File: config.mk
export PLATFORM = sky130hd
export DESIGN_NAME = sram_rw0_initiator_flat
export DESIGN_NICKNAME = d
export VERILOG_FILES = /design/src/rtl/sram_rw0_initiator_if.sv /design/src/rtl/sram_rw0_initiator.sv /design/src/flat_wrapper.sv
export SDC_FILE = /design/constraint.sdc
export NUM_CORES = 1
export LEC_CHECK = 0
export BUFFER_PORTS_ARGS = -buffer_cell sky130_fd_sc_hd__buf_2
export CAP_MARGIN = 20
export CORE_MARGIN = 2
export CORE_UTILIZATION = 54
export DETAILED_ROUTE_END_ITERATION = 8
export GPL_ROUTABILITY_DRIVEN = 0
export GPL_TIMING_DRIVEN = 0
export PLACE_DENSITY_LB_ADDON = 0.08
export SYNTH_ARGS = -nofsm -noshare
export SYNTH_HDL_FRONTEND = slang
export SYNTH_SLANG_ARGS = --single-unit
File: constraint.sdc
create_clock -name clock -period 5 [get_ports clock]
set_input_delay 0.25 -clock clock [delete_from_list [all_inputs] [get_ports clock]]
set_output_delay 0.25 -clock clock [all_outputs]
set_load 0.05 [all_outputs]
File: src/rtl/sram_rw0_initiator_if.sv
//------------------------------------------------------------------------------
// sram_rw0_initiator_if : request/response channel of the RW0 SRAM initiator.
// Revision: 1.0
//------------------------------------------------------------------------------
`timescale 1ns/1ps
`default_nettype none

interface sram_rw0_initiator_if #(
   parameter int ADDR_W = 12,
   parameter int DATA_W = 32,
   parameter int MASK_W = 4
);
   logic              req_valid;
   logic              req_ready;
   logic              req_write;
   logic [ADDR_W-1:0] req_addr;
   logic [DATA_W-1:0] req_wdata;
   logic [MASK_W-1:0] req_wmask;
   logic              resp_valid;
   logic              resp_ready;
   logic              resp_write;
   logic [DATA_W-1:0] resp_rdata;

   modport master (
      output req_valid, req_write, req_addr, req_wdata, req_wmask, resp_ready,
      input  req_ready, resp_valid, resp_write, resp_rdata
   );

   modport slave (
      input  req_valid, req_write, req_addr, req_wdata, req_wmask, resp_ready,
      output req_ready, resp_valid, resp_write, resp_rdata
   );
endinterface

`default_nettype wire

File: src/rtl/sram_rw0_initiator.sv
//------------------------------------------------------------------------------
// sram_rw0_initiator : RW0 single-port SRAM initiator with in-order response
// FIFO. Optional power-on array clear under macro SRAM_INIT_CLEAR_EN.
// Revision: 1.0
//------------------------------------------------------------------------------
`timescale 1ns/1ps
`default_nettype none

module sram_rw0_initiator #(
   parameter int ADDR_W     = 12,
   parameter int DATA_W     = 32,
   parameter int MASK_W     = 4,
   parameter int RESP_DEPTH = 3
) (
   input  wire                clock,
   input  wire                reset_n,
   sram_rw0_initiator_if.slave bus,
   output logic               init_busy,
   output logic               RW0_clk,
   output logic               RW0_en,
   output logic               RW0_wmode,
   output logic [ADDR_W-1:0]  RW0_addr,
   output logic [MASK_W-1:0]  RW0_wmask,
   output logic [DATA_W-1:0]  RW0_wdata,
   input  wire  [DATA_W-1:0]  RW0_rdata
);

   localparam int CNT_W = $clog2(RESP_DEPTH + 1);
   localparam int PTR_W = (RESP_DEPTH > 1) ? $clog2(RESP_DEPTH) : 1;
   localparam logic [CNT_W-1:0] c_DEPTH   = CNT_W'(RESP_DEPTH);
   localparam logic [PTR_W-1:0] c_LAST    = PTR_W'(RESP_DEPTH - 1);
   localparam logic [CNT_W:0]   c_DEPTH_X = (CNT_W+1)'(RESP_DEPTH);

   logic              r_inflight_v;
   logic              r_inflight_w;
   logic [CNT_W-1:0]  r_count;
   logic [PTR_W-1:0]  r_rd_ptr;
   logic [PTR_W-1:0]  r_wr_ptr;
   logic              r_mem_w [RESP_DEPTH];
   logic [DATA_W-1:0] r_mem_d [RESP_DEPTH];

   logic              w_busy;
   logic              w_clr_drv;
   logic [ADDR_W-1:0] w_clr_addr;
   logic [CNT_W:0]    w_occ;
   logic              w_fire;
   logic              w_push;
   logic              w_pop;

`ifdef SRAM_INIT_CLEAR_EN
   localparam logic [0:0] c_ST_CLEAR = 1'b0;
   localparam logic [0:0] c_ST_RUN   = 1'b1;

   logic [0:0]        r_state;
   logic [ADDR_W-1:0] r_clr_cnt;

   always_ff @(posedge clock or negedge reset_n) begin
      if (!reset_n) begin
         r_state   <= c_ST_CLEAR;
         r_clr_cnt <= '0;
      end else if (r_state == c_ST_CLEAR) begin
         r_clr_cnt <= r_clr_cnt + 1'b1;
         if (r_clr_cnt == '1)
            r_state <= c_ST_RUN;
      end
   end

   assign w_busy     = (r_state == c_ST_CLEAR);
   assign w_clr_addr = r_clr_cnt;
`else
   assign w_busy     = 1'b0;
   assign w_clr_addr = '0;
`endif

   // Array drive is gated by reset_n so nothing reaches the array while held in reset.
   assign w_clr_drv = w_busy & reset_n;
   assign init_busy = w_busy;

   assign w_occ         = {1'b0, r_count} + (CNT_W+1)'(r_inflight_v);
   assign bus.req_ready = reset_n & ~w_busy & (w_occ < c_DEPTH_X);
   assign w_fire        = bus.req_valid & bus.req_ready;
   assign w_push        = r_inflight_v;
   assign w_pop         = bus.resp_valid & bus.resp_ready;

   assign RW0_clk   = clock;
   assign RW0_en    = w_fire | w_clr_drv;
   assign RW0_wmode = (w_fire & bus.req_write) | w_clr_drv;
   assign RW0_addr  = w_clr_drv ? w_clr_addr : bus.req_addr;
   assign RW0_wmask = w_clr_drv ? {MASK_W{1'b1}} : bus.req_wmask;
   assign RW0_wdata = w_clr_drv ? {DATA_W{1'b0}} : bus.req_wdata;

   assign bus.resp_valid = (r_count != '0);
   assign bus.resp_write = bus.resp_valid & r_mem_w[r_rd_ptr];
   assign bus.resp_rdata = bus.resp_valid ? r_mem_d[r_rd_ptr] : {DATA_W{1'b0}};

   function automatic logic [PTR_W-1:0] f_inc(input logic [PTR_W-1:0] p);
      return (p == c_LAST) ? '0 : p + 1'b1;
   endfunction

   always_ff @(posedge clock or negedge reset_n) begin
      if (!reset_n) begin
         r_inflight_v <= 1'b0;
         r_inflight_w <= 1'b0;
      end else begin
         r_inflight_v <= w_fire;
         r_inflight_w <= bus.req_write;
      end
   end

   always_ff @(posedge clock or negedge reset_n) begin
      if (!reset_n) begin
         r_count  <= '0;
         r_rd_ptr <= '0;
         r_wr_ptr <= '0;
      end else begin
         if (w_push)
            r_wr_ptr <= f_inc(r_wr_ptr);
         if (w_pop)
            r_rd_ptr <= f_inc(r_rd_ptr);
         if (w_push && !w_pop)
            r_count <= r_count + 1'b1;
         else if (w_pop && !w_push)
            r_count <= r_count - 1'b1;
      end
   end

   // Storage needs no reset: entries are only visible while counted.
   always_ff @(posedge clock) begin
      if (w_push) begin
         r_mem_w[r_wr_ptr] <= r_inflight_w;
         r_mem_d[r_wr_ptr] <= r_inflight_w ? {DATA_W{1'b0}} : RW0_rdata;
      end
   end

   a_no_overflow : assert property (@(posedge clock) disable iff (!reset_n)
      !(w_push && !w_pop && (r_count == c_DEPTH)));

endmodule

`default_nettype wire

File: src/flat_wrapper.sv
// flat-port wrapper written by rule: the top's interface ports become plain ports
module sram_rw0_initiator_flat 
#(
   parameter int ADDR_W     = 12,
   parameter int DATA_W     = 32,
   parameter int MASK_W     = 4,
   parameter int RESP_DEPTH = 3
)
  (clock, reset_n, init_busy, RW0_clk, RW0_en, RW0_wmode, RW0_addr, RW0_wmask, RW0_wdata, RW0_rdata, bus_req_valid, bus_req_write, bus_req_addr, bus_req_wdata, bus_req_wmask, bus_resp_ready, bus_req_ready, bus_resp_valid, bus_resp_write, bus_resp_rdata);
  sram_rw0_initiator_if #(.ADDR_W(ADDR_W), .DATA_W(DATA_W), .MASK_W(MASK_W)) bus_i ();
  input  wire clock;
  input  wire reset_n;
  output logic init_busy;
  output logic RW0_clk;
  output logic RW0_en;
  output logic RW0_wmode;
  output logic [ADDR_W-1:0] RW0_addr;
  output logic [MASK_W-1:0] RW0_wmask;
  output logic [DATA_W-1:0] RW0_wdata;
  input  wire  [DATA_W-1:0] RW0_rdata;
  input wire logic [$bits(bus_i.req_valid)-1:0] bus_req_valid;
  input wire logic [$bits(bus_i.req_write)-1:0] bus_req_write;
  input wire logic [$bits(bus_i.req_addr)-1:0] bus_req_addr;
  input wire logic [$bits(bus_i.req_wdata)-1:0] bus_req_wdata;
  input wire logic [$bits(bus_i.req_wmask)-1:0] bus_req_wmask;
  input wire logic [$bits(bus_i.resp_ready)-1:0] bus_resp_ready;
  output wire logic [$bits(bus_i.req_ready)-1:0] bus_req_ready;
  output wire logic [$bits(bus_i.resp_valid)-1:0] bus_resp_valid;
  output wire logic [$bits(bus_i.resp_write)-1:0] bus_resp_write;
  output wire logic [$bits(bus_i.resp_rdata)-1:0] bus_resp_rdata;
  assign bus_i.req_valid = bus_req_valid;
  assign bus_i.req_write = bus_req_write;
  assign bus_i.req_addr = bus_req_addr;
  assign bus_i.req_wdata = bus_req_wdata;
  assign bus_i.req_wmask = bus_req_wmask;
  assign bus_i.resp_ready = bus_resp_ready;
  assign bus_req_ready = bus_i.req_ready;
  assign bus_resp_valid = bus_i.resp_valid;
  assign bus_resp_write = bus_i.resp_write;
  assign bus_resp_rdata = bus_i.resp_rdata;
  sram_rw0_initiator #(.ADDR_W(ADDR_W), .DATA_W(DATA_W), .MASK_W(MASK_W), .RESP_DEPTH(RESP_DEPTH)) u_core (.clock(clock), .reset_n(reset_n), .bus(bus_i), .init_busy(init_busy), .RW0_clk(RW0_clk), .RW0_en(RW0_en), .RW0_wmode(RW0_wmode), .RW0_addr(RW0_addr), .RW0_wmask(RW0_wmask), .RW0_wdata(RW0_wdata), .RW0_rdata(RW0_rdata));
endmodule
==> results.toml, run 1 <==
[cts]
cts_tree = "done"
setup_repair_bufs_after_cts = 0
clkTransAtPathRegs_ps = 100
clock_latency_ps = 470

[die]
i_o_pin_count = 172
initial_utilization_pct = 54.8
die_width_um = 99.9
fp-row-count = 35
die_height_um = 99.9
placeableCoreArea_mm2 = 0.00906
dieArea_mm2 = 0.00999

[detailed_routing]
vias_after_detailed_routing = 2904
drtPass1Iterations = 5
ant_nets = 0
routedWlPerCell_um = 15.2
route.detailed.vias_per_inst = 4.92
drt-initial-drc-count = 76
drc = 0
detail_route.wirelength_mm = 8.96

[layout]
drive_gt1_share_pct = 50.9
mostFrequentLayoutCell = "buf_2"
fillers = 698
synthToLayoutAreaGrowth_pct = 22.8
layout.cell_area.non_filler_mm2 = 0.00610
finalNetCount = 562
mostFrequentLayoutCells = "124 x buf_2, 99 x edfxtp_1, 53 x buf_4, 34 x nor2_1, 33 x mux2i_1"
antennaDiodeCount = 0
finalCoreUtilization_pct = 67.3

[global_route]
grt_first_pass_wirelength_mm = 13.7
grt_start_max_net_pins = 20
first_global_vias = 2831
grt_overall_usage_pct = 18.2
antenna_found_initial = 0
globalRouteOverflowTotal = 0

[flow_run]
maxCapViolations = 0

[placed_design]
placement.io_buffers = 122
dp_hpwl_mm = 6.32
postPlaceCellArea_mm2 = 0.00583

[timing]
hold_viol = 0
clock_skew_ps = 8.77
report.final.setup_viol = 0
rsz0062_at_grt = "false"
final.setup.tns_ps = 0
max_slew.worst_pin.slew_ps = 902
headroom_to_the_max_slew_limit_pct = 39.6
report.final.slew_viol_count = 0

[setup_path]
worst_path_largest_cell_delay_ps = 200
critical_path.endpoint_type = "output pin"
critical_path_buf_inv_count = 4
crit_required_ps = 4750
crit_path_start_kind = "clock port"
crit_top_cell = "clkbuf_8"
cp_top_family = "buffers and inverters"
timing.critical_path.slowest_stage_cell = "buf_2"
timing.critical_path.fanout_max = 2
worstPathArrival_ps = 3050
critical_path.cell_chain = "clkbuf_8, clkbuf_8, buf_4, buf_2"
timing_worst_setup_path_type = "clk -> out"

[power]
power_density_mw_per_mm2 = 582
vdd_drop_max_mv = 0.384
power_mw = 3.55
leakage_nw = 2.61

[synth]
synth_area_leaders = "edfxtp_1 60%, mux2_4 8.2%, buf_4 8.0%"
gate_count_after_technology_mapping = 329
yosysWarningCount = 0
post_synth.cell_area_avg_um2 = 15.1
synth.yosys.seq_area_share_pct = 63.8
synth.top_cell.area_share_pct = 59.8
syn_area_mm2 = 0.00497
ys_seq_elements = 107
synth.net_count = 417
synth.largest_area_cell = "edfxtp_1"
synth_cell_types = 29

[status]
outcome = "completed"

[hold_path]
holdCritPathClass = "in -> reg"
-- per-stage QoR --
step                hold WS [ps]  setup slack, ps  cells
floorplan                  -45.6             1620    329
global placement             104            -94.7    562
detailed placement           107             1950    569
CTS                         7.20             1700    590
global route                26.4             1690    590
finish                      16.8             1700    590
-- cell usage after synthesis --
cell type,number
a211oi_1,1
a21o_1,3
and2_1,1
and3_1,1
buf_12,2
buf_2,2
buf_4,53
buf_6,1
buf_8,1
clkbuf_1,5
conb_1,1
dfrtp_1,8
edfxtp_1,99
ha_1,3
inv_1,3
mux2_2,6
mux2_4,27
mux2i_1,33
nand2_1,2
nand2b_1,1
nor2_1,35
nor2_2,1
nor2b_1,32
nor3_1,2
nor3b_1,1
o21ai_0,1
o21ai_1,1
xnor2_1,1
xor2_1,2
-- logic make-up after synthesis --
family / count (synthesis) / share of synthesized area [%]
flops: 107 / 63.8
simple gates: 76 / 7.68
buf+inv: 67 / 10.1
mux: 66 / 16.2
compound gates: 6 / 0.805
fa+ha+maj: 3 / 0.755
xor+xnor: 3 / 0.529
other cells: 1 / 0.0755
-- power breakdown --
group / internal, mW / switching [mW] / total, mW
sequential: 1.11 / 0.0492 / 1.16
combinational: 0.561 / 1.18 / 1.74
clock: 0.308 / 0.348 / 0.657
-- worst reg2reg max path, delay by kind of cell (launching register included) --
kind	cells	cell delay, ps
buf+inv	4	700
simple gates	1	690
flops	1	430
-- sequential cells by signal, summed over array words and instances, names as in the netlist --
| name | cells |
|---|---|
| u_core.r_mem_w | 3 |
| u_core.r_wr_ptr | 2 |
| u_core.r_count | 2 |
| u_core.r_inflight_w | 1 |
| u_core.r_mem_d | 96 |
| u_core.r_inflight_v | 1 |
| u_core.r_rd_ptr | 2 |
-- final cells by class --
| class | count | area, um2 | area share, % |
|---|---|---|---|
| clock buffers | 13 | 170 | 2.79 |
| well taps | 111 | 139 | 2.28 |
| plain buffers | 64 | 493 | 8.08 |
| multi-input cells | 155 | 1310 | 21.5 |
| clock inverters | 7 | 83.8 | 1.37 |
| flip-flops and latches | 107 | 3170 | 52.0 |
| repair buffers | 130 | 721 | 11.8 |
| inverters | 3 | 11.3 | 0.185 |
-- timing repair --
action	4_1_cts	5_1_grt
gates resized for setup	0	0
hold buffers	2	0
endpoints found under the hold margin	9	0
-- final timing paths --
check	from	to	slack [ps]	cells after the start
worst max-delay path	clock	RW0_clk	1700	4
worst min-delay path	bus_req_valid	u_core.r_inflight_v$_DFF_PN0_	20	2
worst max register to register	u_core.r_inflight_v$_DFF_PN0_	u_core.r_mem_d[2][11]$_DFFE_PP_	2870	5
worst min register to register	u_core.r_count[1]$_DFFE_PN0P_	u_core.r_count[1]$_DFFE_PN0P_	560	1
max in group asynchronous	reset_n	u_core.r_rd_ptr[1]$_DFFE_PN0P_	4670	2
min in group asynchronous	reset_n	u_core.r_inflight_w$_DFF_PN0_	150	2
-- per-layer routing --
layer	routed length, um	GRT usage, %	vias up
li1	-	-	1405
met1	3730	21.7	1380
met2	4630	32.6	102
met3	463	3.27	17
met4	147	7.80	0
met5	0	0	-
No activity file was read; power rests on OpenSTA's default activity.
==> inputs of run 2 (changes only) <==
--- a/config.mk
+++ b/config.mk
@@ -5,10 +5,11 @@
 export SDC_FILE = /design/constraint.sdc
 export NUM_CORES = 1
 export LEC_CHECK = 0
+export ABC_AREA = 1
 export BUFFER_PORTS_ARGS = -buffer_cell sky130_fd_sc_hd__buf_2
 export CAP_MARGIN = 20
 export CORE_MARGIN = 2
-export CORE_UTILIZATION = 54
+export CORE_UTILIZATION = 50
 export DETAILED_ROUTE_END_ITERATION = 8
 export GPL_ROUTABILITY_DRIVEN = 0
 export GPL_TIMING_DRIVEN = 0
==> constraint.sdc (replaced) <==
create_clock -name clock -period 3.1 [get_ports clock]
set_input_delay 0.155 -clock clock [delete_from_list [all_inputs] [get_ports clock]]
set_output_delay 0.155 -clock clock [all_outputs]
set_load 0.05 [all_outputs]
==> run 2 against run 1 <==
  * Area after synthesis down 0.18%
  * Largest power group unchanged
  * Critical path type unchanged
  * Synthesized cell count grew 47%
  * Sequential share of layout area increased by 0.12 points
==> results.toml, run 2 <==
[status]
outcome = "completed"

[synth]
synth.yosys.seq_area_share_pct = 64.0
post_synthesis_adder_cell_area_fraction_pct = 0.757
combinational_family_with_the_most_area_after_synthesis = "simple AND/OR/NAND/NOR gates"
synthMostInstantiatedCell = "nand2_1"
synth.net_count = 571
gate_count_after_technology_mapping = 483
ys_async_sr_fraction_pct = 7.48
synth_cell_types = 19
synth.top_cell.area_share_pct = 59.9
synth_flop_cell = "edfxtp_1"
synth_xor_area_share_pct = 0.177
post_synth.cell_area_avg_um2 = 10.3
syn_area_mm2 = 0.00496
ys_seq_elements = 107
yosys.area_share.simple_pct = 18.9
synth.cells.most_frequent = "111 x nand2_1, 99 x edfxtp_1, 77 x inv_1"
synth.largest_area_cell = "edfxtp_1"
synth.mux.area_fraction_pct = 0
compound_gate_fraction_of_synth_area_pct = 0.303
synth_enable_flop_cells = 99
yosysWarningCount = 0
synth_area_leaders = "edfxtp_1 60%, nand2_1 8.4%, buf_4 8.0%"

[die]
die_height_um = 104
fp-row-count = 36
die_width_um = 104
initial_utilization_pct = 51.2
placeableCoreArea_mm2 = 0.00968
dieArea_mm2 = 0.0107
i_o_pin_count = 172

[layout]
multi_input_area_mm2 = 0.00101
synthToLayoutAreaGrowth_pct = 22.7
fillers = 808
drive_gt1_share_pct = 33.7
layout.cell_area.non_filler_mm2 = 0.00609
seq_area_mm2 = 0.00317
finalNonFillerCells = 762
antennaDiodeCount = 0
largest_register_ff_count = 96
mostFrequentLayoutCell = "buf_2"
largest_registers = "u_core.r_mem_d x96, u_core.r_mem_w x3"
mostFrequentLayoutCells = "134 x buf_2, 111 x nand2_1, 99 x edfxtp_1, 75 x inv_1, 70 x nand3_1"
reg_with_most_ffs = "u_core.r_mem_d"
finalNetCount = 712
finalCoreUtilization_pct = 62.9

[power]
power_switching_mw = 3.02
internal_power_mw = 3.19
power_mw = 6.21
vdd_drop_max_mv = 0.624
switching_share_pct = 48.6
power_density_mw_per_mm2 = 1020
clockPowerShare_pct = 18.7
sequentialPowerShare_pct = 29.7
share_comb_of_total_power_pct = 51.6
leakage_nw = 2.99

[timing]
finalHoldWorstSlack_ps = 19.1
clock_skew_ps = 4.96
hold_viol = 0
max_slew.worst_pin.slew_ps = 817
final.setup.tns_ps = 0
rsz0062_at_grt = "false"
report.final.slew_viol_count = 0
headroom_to_the_max_slew_limit_pct = 45.4
finalWorstSetupSlack_ps = 851
report.final.setup_viol = 0

[setup_path]
critical_path.endpoint_type = "output pin"
crit_required_ps = 2940
timing.critical_path.fanout_max = 2
crit_path_start_kind = "clock port"
worstPathArrival_ps = 2090
timing_worst_setup_path_type = "clk -> out"

[detailed_routing]
route.detailed.vias_per_inst = 4.79
vias_after_detailed_routing = 3648
drt-initial-drc-count = 168
detail_route.wirelength_mm = 10.9
drtPass1Iterations = 4
drc = 0
routedWlPerCell_um = 14.4
ant_nets = 0

[placed_design]
placement.io_buffers = 122
dp_hpwl_mm = 7.38
postPlaceCellArea_mm2 = 0.00577
dp_slack_ps = 1100
placed_cells = 739

[flow_run]
maxCapViolations = 0

[cts]
clock_latency_ps = 470
ctsResizeCount = 0
cts_hold_buffers = 4
clkTransAtPathRegs_ps = 90
setup_repair_bufs_after_cts = 0
cts_tree = "done"

[global_route]
globalRouteOverflowTotal = 0
antenna_found_initial = 0
grt_first_pass_wirelength_mm = 17.1
grt_start_max_net_pins = 34
grt_overall_usage_pct = 20.8
first_global_vias = 3608

[hold_path]
holdCritPathClass = "in -> reg"
==> run 2: changes by cell type in the layout (fill, tap and decap cells not counted), moves of 27 or more <==
| cell | before | now |
|---|---|---|
| nand2_1 | 2 | 111 |
| inv_1 | 3 | 75 |
| nand3_1 | 0 | 70 |
| mux2i_1 | 33 | 0 |
| nor2b_1 | 32 | 0 |
| mux2_4 | 27 | 0 |
==> run 2: cell type report <==
cell class | instances | area share (%)
buffer | 70 | 8.08
clock buffer | 15 | 2.92
clock inverter | 5 | 1.66
inverter | 78 | 4.85
multi-input combinational | 228 | 16.6
sequential | 107 | 52.1
tap | 133 | 2.73
timing repair buffer | 126 | 11.1
==> run 2: final timing paths <==
kind | slack [ps] | cells after the start | end | startpoint
worst max-delay path | 850 | 4 | RW0_clk | clock
worst min-delay path | 20 | 3 | u_core.r_mem_d[0][0]$_DFFE_PP_ | RW0_rdata[0]
worst max register to register | 1470 | 3 | u_core.r_mem_d[0][16]$_DFFE_PP_ | u_core.r_wr_ptr[1]$_DFFE_PN0P_
worst min register to register | 530 | 2 | u_core.r_count[1]$_DFFE_PN0P_ | u_core.r_count[1]$_DFFE_PN0P_
max in group asynchronous | 2860 | 2 | u_core.r_wr_ptr[0]$_DFFE_PN0P_ | reset_n
min in group asynchronous | 50 | 2 | u_core.r_count[1]$_DFFE_PN0P_ | reset_n
==> run 2: power groups by stage <==
| stage | logic (mW) | clock network (mW) | registers, mW |
|---|---|---|---|
| after detailed placement | 3.21 | 0.0789 | 1.88 |
| after global routing | 3.44 | 1.22 | 1.86 |
| after global placement | 3.16 | 0.0789 | 1.88 |
| final | 3.20 | 1.16 | 1.85 |
| after CTS | 3.22 | 1.16 | 1.85 |
| after floorplan | 2.46 | 0.0695 | 1.87 |
==> run 2: critical path, cell delays in order <==
cell	delay (ps)
clkbuf_8	110
clkbuf_8	120
buf_4	110
buf_2	200
==> run 2: cell families (layout without fill, tap and decap cells) <==
logic type | after synthesis | in the layout
simple gates | 220 | 220
buf+inv | 148 | 294
flops | 107 | 107
fa+ha+maj | 3 | 3
compound gates | 3 | 3
other cells | 1 | 1
xor+xnor | 1 | 1
==> run 2: metal layers <==
layer / track usage, % / part of all wire (%)
met5: 0 / 0
met4: 11.2 / 1.9
met1: 21.2 / 37
met3: 4.41 / 6.2
met2: 39.4 / 54
